### src/rtl/core_pkg.sv
// Shared core definitions: ALU op encodings, forward/SrcA select codes and
// the values an ID/EX bubble carries.
package core_pkg;

  typedef enum logic [3:0] {
    ALU_ADD  = 4'b0000,
    ALU_SUB  = 4'b0001,
    ALU_AND  = 4'b0010,
    ALU_OR   = 4'b0011,
    ALU_SLTU = 4'b0100,
    ALU_SLT  = 4'b0101,
    ALU_XOR  = 4'b0110,
    ALU_SLL  = 4'b0111,
    ALU_SRL  = 4'b1000,
    ALU_SRA  = 4'b1001,
    ALU_BEQ  = 4'b1010,
    ALU_BNE  = 4'b1011,
    ALU_BLT  = 4'b1100,
    ALU_BGE  = 4'b1101,
    ALU_BLTU = 4'b1110,
    ALU_BGEU = 4'b1111
  } alu_op_e;

  localparam logic [1:0] FWD_REG = 2'b00;
  localparam logic [1:0] FWD_W   = 2'b01;
  localparam logic [1:0] FWD_M   = 2'b10;

  localparam logic [1:0] SRCA_RS1  = 2'b00;
  localparam logic [1:0] SRCA_PC   = 2'b01;
  localparam logic [1:0] SRCA_ZERO = 2'b10;

  // A bubble is an all-zero slot: ADD op, rd=x0, no side effects, not valid.
  localparam alu_op_e    BUBBLE_ALU_OP     = ALU_ADD;
  localparam logic [1:0] BUBBLE_RESULT_SRC = 2'b00;
  localparam logic [1:0] BUBBLE_SRCA_SEL   = SRCA_RS1;
  localparam logic       BUBBLE_CTRL       = 1'b0;

endpackage

### src/rtl/id_ex_stage_if.sv
// Decode-to-execute bundle: D-side fields in, hazard controls and forwarding
// sources in, registered E fields and resolved ALU operands out.
interface id_ex_stage_if #(
  parameter int XLEN = 32,
  parameter int RA_W = 5
);
  logic            StallE, FlushE, ValidD;
  logic [XLEN-1:0] RD1D, RD2D, ImmExtD, PCD, PCPlus4D;
  logic [RA_W-1:0] Rs1D, Rs2D, RdD;
  logic [3:0]      ALUControlD;
  logic [1:0]      SrcASelD;
  logic            ALUSrcD, RegWriteD, MemWriteD, BranchD, JumpD;
  logic [1:0]      ResultSrcD;
  logic [1:0]      ForwardAE, ForwardBE;
  logic [XLEN-1:0] ALUResultM, ResultW;

  logic [XLEN-1:0] SrcAE, SrcBE, WriteDataE;
  logic [3:0]      ALUControlE;
  logic [RA_W-1:0] Rs1E, Rs2E, RdE;
  logic [XLEN-1:0] PCE, PCPlus4E, ImmExtE;
  logic            RegWriteE, MemWriteE, BranchE, JumpE, ValidE;
  logic [1:0]      ResultSrcE;

  modport master (
    output StallE, FlushE, ValidD, RD1D, RD2D, ImmExtD, PCD, PCPlus4D,
           Rs1D, Rs2D, RdD, ALUControlD, SrcASelD, ALUSrcD, RegWriteD,
           MemWriteD, BranchD, JumpD, ResultSrcD, ForwardAE, ForwardBE,
           ALUResultM, ResultW,
    input  SrcAE, SrcBE, WriteDataE, ALUControlE, Rs1E, Rs2E, RdE, PCE,
           PCPlus4E, ImmExtE, RegWriteE, MemWriteE, BranchE, JumpE, ValidE,
           ResultSrcE
  );

  modport slave (
    input  StallE, FlushE, ValidD, RD1D, RD2D, ImmExtD, PCD, PCPlus4D,
           Rs1D, Rs2D, RdD, ALUControlD, SrcASelD, ALUSrcD, RegWriteD,
           MemWriteD, BranchD, JumpD, ResultSrcD, ForwardAE, ForwardBE,
           ALUResultM, ResultW,
    output SrcAE, SrcBE, WriteDataE, ALUControlE, Rs1E, Rs2E, RdE, PCE,
           PCPlus4E, ImmExtE, RegWriteE, MemWriteE, BranchE, JumpE, ValidE,
           ResultSrcE
  );
endinterface

### src/rtl/fwd_mux.sv
// Operand forwarding select: register value, writeback result or memory-stage
// ALU result, with reads of x0 always returning zero.
module fwd_mux
  import core_pkg::*;
#(
  parameter int XLEN = 32,
  parameter int RA_W = 5
) (
  input  logic [1:0]      i_sel,
  input  logic [RA_W-1:0] i_rs,
  input  logic [XLEN-1:0] i_reg,
  input  logic [XLEN-1:0] i_w,
  input  logic [XLEN-1:0] i_m,
  output logic [XLEN-1:0] o_data
);

  always_comb begin
    o_data = i_reg;
    if (i_rs == '0) begin
      o_data = '0;
    end else begin
      case (i_sel)
        FWD_W:   o_data = i_w;
        FWD_M:   o_data = i_m;
        default: o_data = i_reg;
      endcase
    end
  end

endmodule

### src/rtl/id_ex_stage.sv
// ID/EX pipeline register with stall/flush, plus same-cycle forwarding and
// ALU operand selection for the execute stage.
module id_ex_stage
  import core_pkg::*;
#(
  parameter int XLEN = 32,
  parameter int RA_W = 5
) (
  input  logic          clk,
  input  logic          rst_n,
  id_ex_stage_if.slave  bus
);

  logic [XLEN-1:0] r_rd1, r_rd2, r_imm, r_pc, r_pc4;
  logic [RA_W-1:0] r_rs1, r_rs2, r_rd;
  alu_op_e         r_alu_ctrl;
  logic [1:0]      r_srca_sel, r_result_src;
  logic            r_alu_src, r_reg_write, r_mem_write, r_branch, r_jump, r_valid;

  logic [XLEN-1:0] w_fa, w_fb, w_srca;

  // Flush beats stall so a squashed instruction can never linger in E.
  always_ff @(posedge clk) begin
    if (!rst_n || bus.FlushE) begin
      r_rd1        <= '0;
      r_rd2        <= '0;
      r_imm        <= '0;
      r_pc         <= '0;
      r_pc4        <= '0;
      r_rs1        <= '0;
      r_rs2        <= '0;
      r_rd         <= '0;
      r_alu_ctrl   <= BUBBLE_ALU_OP;
      r_srca_sel   <= BUBBLE_SRCA_SEL;
      r_result_src <= BUBBLE_RESULT_SRC;
      r_alu_src    <= BUBBLE_CTRL;
      r_reg_write  <= BUBBLE_CTRL;
      r_mem_write  <= BUBBLE_CTRL;
      r_branch     <= BUBBLE_CTRL;
      r_jump       <= BUBBLE_CTRL;
      r_valid      <= BUBBLE_CTRL;
    end else if (!bus.StallE) begin
      r_rd1        <= bus.RD1D;
      r_rd2        <= bus.RD2D;
      r_imm        <= bus.ImmExtD;
      r_pc         <= bus.PCD;
      r_pc4        <= bus.PCPlus4D;
      r_rs1        <= bus.Rs1D;
      r_rs2        <= bus.Rs2D;
      r_rd         <= bus.RdD;
      r_alu_ctrl   <= alu_op_e'(bus.ALUControlD);
      r_srca_sel   <= bus.SrcASelD;
      r_result_src <= bus.ResultSrcD;
      r_alu_src    <= bus.ALUSrcD;
      r_reg_write  <= bus.RegWriteD;
      r_mem_write  <= bus.MemWriteD;
      r_branch     <= bus.BranchD;
      r_jump       <= bus.JumpD;
      r_valid      <= bus.ValidD;
    end
  end

  fwd_mux #(.XLEN(XLEN), .RA_W(RA_W)) u_fwd_a (
    .i_sel  (bus.ForwardAE),
    .i_rs   (r_rs1),
    .i_reg  (r_rd1),
    .i_w    (bus.ResultW),
    .i_m    (bus.ALUResultM),
    .o_data (w_fa)
  );

  fwd_mux #(.XLEN(XLEN), .RA_W(RA_W)) u_fwd_b (
    .i_sel  (bus.ForwardBE),
    .i_rs   (r_rs2),
    .i_reg  (r_rd2),
    .i_w    (bus.ResultW),
    .i_m    (bus.ALUResultM),
    .o_data (w_fb)
  );

  always_comb begin
    w_srca = w_fa;
    case (r_srca_sel)
      SRCA_PC:   w_srca = r_pc;
      SRCA_ZERO: w_srca = '0;
      default:   w_srca = w_fa;
    endcase
  end

  assign bus.SrcAE       = w_srca;
  assign bus.SrcBE       = r_alu_src ? r_imm : w_fb;
  assign bus.WriteDataE  = w_fb;
  assign bus.ALUControlE = r_alu_ctrl;
  assign bus.Rs1E        = r_rs1;
  assign bus.Rs2E        = r_rs2;
  assign bus.RdE         = r_rd;
  assign bus.PCE         = r_pc;
  assign bus.PCPlus4E    = r_pc4;
  assign bus.ImmExtE     = r_imm;
  assign bus.RegWriteE   = r_reg_write;
  assign bus.MemWriteE   = r_mem_write;
  assign bus.BranchE     = r_branch;
  assign bus.JumpE       = r_jump;
  assign bus.ValidE      = r_valid;
  assign bus.ResultSrcE  = r_result_src;

endmodule

### src/flat_wrapper.sv
// flat-port wrapper written by rule: the top's interface ports become plain ports
module id_ex_stage_flat import core_pkg::*;
#(
  parameter int XLEN = 32,
  parameter int RA_W = 5
)
  (clk, rst_n, bus_StallE, bus_FlushE, bus_ValidD, bus_RD1D, bus_RD2D, bus_ImmExtD, bus_PCD, bus_PCPlus4D, bus_Rs1D, bus_Rs2D, bus_RdD, bus_ALUControlD, bus_SrcASelD, bus_ALUSrcD, bus_RegWriteD, bus_MemWriteD, bus_BranchD, bus_JumpD, bus_ResultSrcD, bus_ForwardAE, bus_ForwardBE, bus_ALUResultM, bus_ResultW, bus_SrcAE, bus_SrcBE, bus_WriteDataE, bus_ALUControlE, bus_Rs1E, bus_Rs2E, bus_RdE, bus_PCE, bus_PCPlus4E, bus_ImmExtE, bus_RegWriteE, bus_MemWriteE, bus_BranchE, bus_JumpE, bus_ValidE, bus_ResultSrcE);
  id_ex_stage_if #(.XLEN(XLEN), .RA_W(RA_W)) bus_i ();
  input  logic clk;
  input  logic rst_n;
  input wire logic [$bits(bus_i.StallE)-1:0] bus_StallE;
  input wire logic [$bits(bus_i.FlushE)-1:0] bus_FlushE;
  input wire logic [$bits(bus_i.ValidD)-1:0] bus_ValidD;
  input wire logic [$bits(bus_i.RD1D)-1:0] bus_RD1D;
  input wire logic [$bits(bus_i.RD2D)-1:0] bus_RD2D;
  input wire logic [$bits(bus_i.ImmExtD)-1:0] bus_ImmExtD;
  input wire logic [$bits(bus_i.PCD)-1:0] bus_PCD;
  input wire logic [$bits(bus_i.PCPlus4D)-1:0] bus_PCPlus4D;
  input wire logic [$bits(bus_i.Rs1D)-1:0] bus_Rs1D;
  input wire logic [$bits(bus_i.Rs2D)-1:0] bus_Rs2D;
  input wire logic [$bits(bus_i.RdD)-1:0] bus_RdD;
  input wire logic [$bits(bus_i.ALUControlD)-1:0] bus_ALUControlD;
  input wire logic [$bits(bus_i.SrcASelD)-1:0] bus_SrcASelD;
  input wire logic [$bits(bus_i.ALUSrcD)-1:0] bus_ALUSrcD;
  input wire logic [$bits(bus_i.RegWriteD)-1:0] bus_RegWriteD;
  input wire logic [$bits(bus_i.MemWriteD)-1:0] bus_MemWriteD;
  input wire logic [$bits(bus_i.BranchD)-1:0] bus_BranchD;
  input wire logic [$bits(bus_i.JumpD)-1:0] bus_JumpD;
  input wire logic [$bits(bus_i.ResultSrcD)-1:0] bus_ResultSrcD;
  input wire logic [$bits(bus_i.ForwardAE)-1:0] bus_ForwardAE;
  input wire logic [$bits(bus_i.ForwardBE)-1:0] bus_ForwardBE;
  input wire logic [$bits(bus_i.ALUResultM)-1:0] bus_ALUResultM;
  input wire logic [$bits(bus_i.ResultW)-1:0] bus_ResultW;
  output wire logic [$bits(bus_i.SrcAE)-1:0] bus_SrcAE;
  output wire logic [$bits(bus_i.SrcBE)-1:0] bus_SrcBE;
  output wire logic [$bits(bus_i.WriteDataE)-1:0] bus_WriteDataE;
  output wire logic [$bits(bus_i.ALUControlE)-1:0] bus_ALUControlE;
  output wire logic [$bits(bus_i.Rs1E)-1:0] bus_Rs1E;
  output wire logic [$bits(bus_i.Rs2E)-1:0] bus_Rs2E;
  output wire logic [$bits(bus_i.RdE)-1:0] bus_RdE;
  output wire logic [$bits(bus_i.PCE)-1:0] bus_PCE;
  output wire logic [$bits(bus_i.PCPlus4E)-1:0] bus_PCPlus4E;
  output wire logic [$bits(bus_i.ImmExtE)-1:0] bus_ImmExtE;
  output wire logic [$bits(bus_i.RegWriteE)-1:0] bus_RegWriteE;
  output wire logic [$bits(bus_i.MemWriteE)-1:0] bus_MemWriteE;
  output wire logic [$bits(bus_i.BranchE)-1:0] bus_BranchE;
  output wire logic [$bits(bus_i.JumpE)-1:0] bus_JumpE;
  output wire logic [$bits(bus_i.ValidE)-1:0] bus_ValidE;
  output wire logic [$bits(bus_i.ResultSrcE)-1:0] bus_ResultSrcE;
  assign bus_i.StallE = bus_StallE;
  assign bus_i.FlushE = bus_FlushE;
  assign bus_i.ValidD = bus_ValidD;
  assign bus_i.RD1D = bus_RD1D;
  assign bus_i.RD2D = bus_RD2D;
  assign bus_i.ImmExtD = bus_ImmExtD;
  assign bus_i.PCD = bus_PCD;
  assign bus_i.PCPlus4D = bus_PCPlus4D;
  assign bus_i.Rs1D = bus_Rs1D;
  assign bus_i.Rs2D = bus_Rs2D;
  assign bus_i.RdD = bus_RdD;
  assign bus_i.ALUControlD = bus_ALUControlD;
  assign bus_i.SrcASelD = bus_SrcASelD;
  assign bus_i.ALUSrcD = bus_ALUSrcD;
  assign bus_i.RegWriteD = bus_RegWriteD;
  assign bus_i.MemWriteD = bus_MemWriteD;
  assign bus_i.BranchD = bus_BranchD;
  assign bus_i.JumpD = bus_JumpD;
  assign bus_i.ResultSrcD = bus_ResultSrcD;
  assign bus_i.ForwardAE = bus_ForwardAE;
  assign bus_i.ForwardBE = bus_ForwardBE;
  assign bus_i.ALUResultM = bus_ALUResultM;
  assign bus_i.ResultW = bus_ResultW;
  assign bus_SrcAE = bus_i.SrcAE;
  assign bus_SrcBE = bus_i.SrcBE;
  assign bus_WriteDataE = bus_i.WriteDataE;
  assign bus_ALUControlE = bus_i.ALUControlE;
  assign bus_Rs1E = bus_i.Rs1E;
  assign bus_Rs2E = bus_i.Rs2E;
  assign bus_RdE = bus_i.RdE;
  assign bus_PCE = bus_i.PCE;
  assign bus_PCPlus4E = bus_i.PCPlus4E;
  assign bus_ImmExtE = bus_i.ImmExtE;
  assign bus_RegWriteE = bus_i.RegWriteE;
  assign bus_MemWriteE = bus_i.MemWriteE;
  assign bus_BranchE = bus_i.BranchE;
  assign bus_JumpE = bus_i.JumpE;
  assign bus_ValidE = bus_i.ValidE;
  assign bus_ResultSrcE = bus_i.ResultSrcE;
  id_ex_stage #(.XLEN(XLEN), .RA_W(RA_W)) u_core (.clk(clk), .rst_n(rst_n), .bus(bus_i));
endmodule
### config.mk
export PLATFORM = sky130hd
export DESIGN_NAME = id_ex_stage_flat
export DESIGN_NICKNAME = d
export VERILOG_FILES = /design/src/rtl/core_pkg.sv /design/src/rtl/id_ex_stage_if.sv /design/src/rtl/fwd_mux.sv /design/src/rtl/id_ex_stage.sv /design/src/flat_wrapper.sv
export SDC_FILE = /design/constraint.sdc
export NUM_CORES = 1
export LEC_CHECK = 0
export ABC_AREA = 1
export CAP_MARGIN = 20
export CELL_PAD_IN_SITES_DETAIL_PLACEMENT = 1
export CELL_PAD_IN_SITES_GLOBAL_PLACEMENT = 2
export CORE_AREA = 8 8 228 230
export DETAILED_ROUTE_END_ITERATION = 7
export DIE_AREA = 0 0 236 238
export GPL_ROUTABILITY_DRIVEN = 0
export PLACE_DENSITY = 0.77
export REMOVE_ABC_BUFFERS = 1
export SLEW_MARGIN = 20
export SYNTH_ARGS = -nofsm -noshare
export SYNTH_HDL_FRONTEND = slang
export SYNTH_SLANG_ARGS = --single-unit
export TNS_END_PERCENT = 50
### constraint.sdc
create_clock -name clk -period 1.5 [get_ports clk]
set_input_delay 0.15 -clock clk [delete_from_list [all_inputs] [get_ports clk]]
set_output_delay 0.15 -clock clk [all_outputs]
set_load 0.005 [all_outputs]
==> impl_metrics.ini <==
[cts]
cts-htree-levels = 4
cts.path.max_buffers = 2
clock_latency_ns = 0.49
clock_sinks = 189
path_clk_slew_ns = 0.08
cts_inserted_buffers = 17
cts_tree = done
root_buffer = clkbuf_16

[timing]
worst_slack_ns = -0.565
finClkSkew_ns = 0
timing.hold.ws_ns = 0.196
max_slew_margin_pct = 62.8
setup_violations = 96
tightest_slew_ns = 0.558
fmax_mhz = 484
slew_viol_final = 0
rsz0062_at_grt = yes
final_hold_viol_count = 0
min_period_ns = 2.06
final.period_utilization_pct = 138

[floorplanning]
core_area_mm2 = 0.0483
die_area_mm2 = 0.0562
die_height_um = 238
row_count = 81
pin_count = 479
die_w_um = 236
initial_core_util_pct = 18.8

[synth]
synth_edf_count = 0
syn-cell-area_mm2 = 0.00908
yosysMostFrequentCell = nand2_1
ys_warn_count = 0
synth_area_leaders = dfxtp_1, nand2_1, a21oi_1, buf_2, nand3_1
synth_flop_cell = dfxtp_1
synth_area_per_cell_um2 = 6.36
yosys-top-cells-count = nand2_1, a21oi_1, dfxtp_1, buf_2, nand3_1
synth_top_cell_by_area = dfxtp_1
ys_types = 20
ys_ff_latch = 189
synth_top_area_share_pct = 41.6
syn_inst = 1429
yosysSeqAreaShare_pct = 41.6
async_reset_ff_share_pct = 0

[cells_and_area]
final_util_pct = 34.9
final_area_mm2 = 0.0169
fillers = 5941
regArea_mm2 = 0.00385
final_net_count = 2222
syn2layout_area_growth_pct = 85.8
multiInputGateArea_mm2 = 0.00545
drive_gt1_share_pct = 24.7

[detailed_routing]
antenna_left = 0
vias = 11600
wire_per_inst_um = 22.0
drcViolationCount = 0
vias_per_cell = 4.46
initialDrtViolationCount = 505
wirelength_um = 57400
dr.pass1.iters = 4

[grt]
grt_remaining_overflow = 0
grt_pass1_wl_um = 83200
antenna_found_initial = 8
grt_max_degree = 96
grt_pass1_vias = 12500
track_usage_pct = 19.9

[worst_setup_path]
critPathMaxFanout = 8
critPathBufInv = 5
r2r_setup_slack_ns = 0.46
crit_path_start_kind = flip-flop
path_class = flip-flop to output port
required_ns = 1.35
crit_top_cell = buf_12
cp_top_family = buffers and inverters
arrival_ns = 1.91
slowest_stage = dfxtp_2
slowest_delay_ns = 0.33
end_kind = output port
path_cells = nor2_2 > nand3b_1 > buf_12 > inv_16 > buf_12 > buf_6 > a21oi_2 > buf_2

[job]
max_cap_viol_count = 0

[run_status]
violations = setup timing
status = finished with violations

[power]
vdd_drop_max_mv = 0.633
power.leakage_nw = 7.59
p_per_area_mw_per_mm2 = 825

[place]
pre_cts_ws_ns = -1.20
placed_area_mm2 = 0.0154
io_buffers = 478
dp_hpwl_um = 41600

[worst_hold_path]
hold_path_class = primary input to flip-flop
registers in the layout, indices dropped and copies added, names as in the netlist:
signal / count
u_core.bus.ALUControlE: 4
u_core.r_rd2: 32
u_core.bus.ResultSrcE: 2
u_core.r_srca_sel: 2
u_core.bus.Rs2E: 5
u_core.bus.PCPlus4E: 32
u_core.bus.Rs1E: 5
u_core.bus.BranchE: 1
u_core.bus.JumpE: 1
u_core.bus.ValidE: 1
u_core.bus.MemWriteE: 1
u_core.bus.RegWriteE: 1
u_core.r_alu_src: 1
u_core.bus.PCE: 32
u_core.bus.RdE: 5
u_core.bus.ImmExtE: 32
u_core.r_rd1: 32
cells in the final DEF, fill, tap and decap left out, types with 5 or more instances in the layout:
cell,Yosys,layout
nand2_4,0,10
or2_2,31,31
nand2_2,1,45
a21oi_2,0,28
dfxtp_4,0,5
buf_16,0,9
dfxtp_2,0,42
clkbuf_16,0,17
diode_2,0,12
nand2_1,757,702
buf_6,0,29
buf_2,76,82
a21oi_1,218,188
nand3_4,0,15
buf_4,4,63
buf_12,0,44
nor2_1,8,6
o21ai_1,1,18
inv_1,11,6
o21ai_2,0,13
nand3_1,65,33
clkdlybuf4s50_1,0,255
nand3_2,0,17
dfxtp_1,189,142
dlygate4sd2_1,0,124
routing by layer:
layer	GRT usage (%)	share of wire (%)
met2	34.5	48
met4	5.14	1.5
met1	23.1	42
met5	0	0.080
met3	7.22	8.5
power by group:
part	total, mW	switching (mW)	internal (mW)
Clock	5.04	2.39	2.65
Combinational	3.60	1.78	1.82
Sequential	5.28	0.107	5.17
per-stage QoR:
stage	power, mW	cells	TNS, ns
floorplan	6.31	1324	-151.57
global placement	8.62	2522	-89.15
detailed placement	8.64	2522	-89.71
CTS	14.2	2592	-55.35
global route	14.6	2591	-54.53
finish	13.9	2603	-45.42
final timing paths:
check	from	endpoint	cells past startpoint
worst max-delay path	u_core.bus.Rs2E[0]$_SDFFE_PP0N_	bus_WriteDataE[13]	8
worst min-delay path	bus_ImmExtD[0]	u_core.bus.ImmExtE[0]$_SDFFE_PP0N_	3
worst max register to register	u_core.r_srca_sel[1]$_SDFFE_PP0N_	u_core.r_srca_sel[1]$_SDFFE_PP0N_	5
worst min register to register	u_core.r_rd1[23]$_SDFFE_PP0N_	u_core.r_rd1[23]$_SDFFE_PP0N_	2
repair_timing:
action | CTS | global route
buffers inserted | 26 | 1
gates cloned | 11 | 0
gates resized for setup | 755 | 62
hold buffers | 1 | 0
pin swaps | 35 | 11
setup endpoints to repair | 218 | 97
endpoints found under the hold margin | 2 | 0
final cells by class:
class	count	area share, %
Clock buffer	17	2.52
Multi-Input combinational cell	1122	32.3
Sequential cell	189	22.8
Timing Repair Buffer	613	36.0
Tap cell	622	4.61
Clock inverter	15	1.11
Antenna cell	12	0.178
Inverter	13	0.430
logic make-up (layout without fill, tap and decap cells):
logic type	count (synthesis)	count (layout)	share of synthesized area (%)
AOI/OAI and AO/OA	253	253	14.0
adders and majority gates	5	5	0.689
buffers and inverters	118	658	6.10
DFF	189	189	41.6
other	0	12	0
and+or+nand+nor	864	864	37.5
tightest hold or removal path: stages:
cell	delay, ns
clkdlybuf4s50_1	0.39
nand2_1	0.06
a21oi_1	0.05
Note: power is estimated with default switching activity, not from simulation.
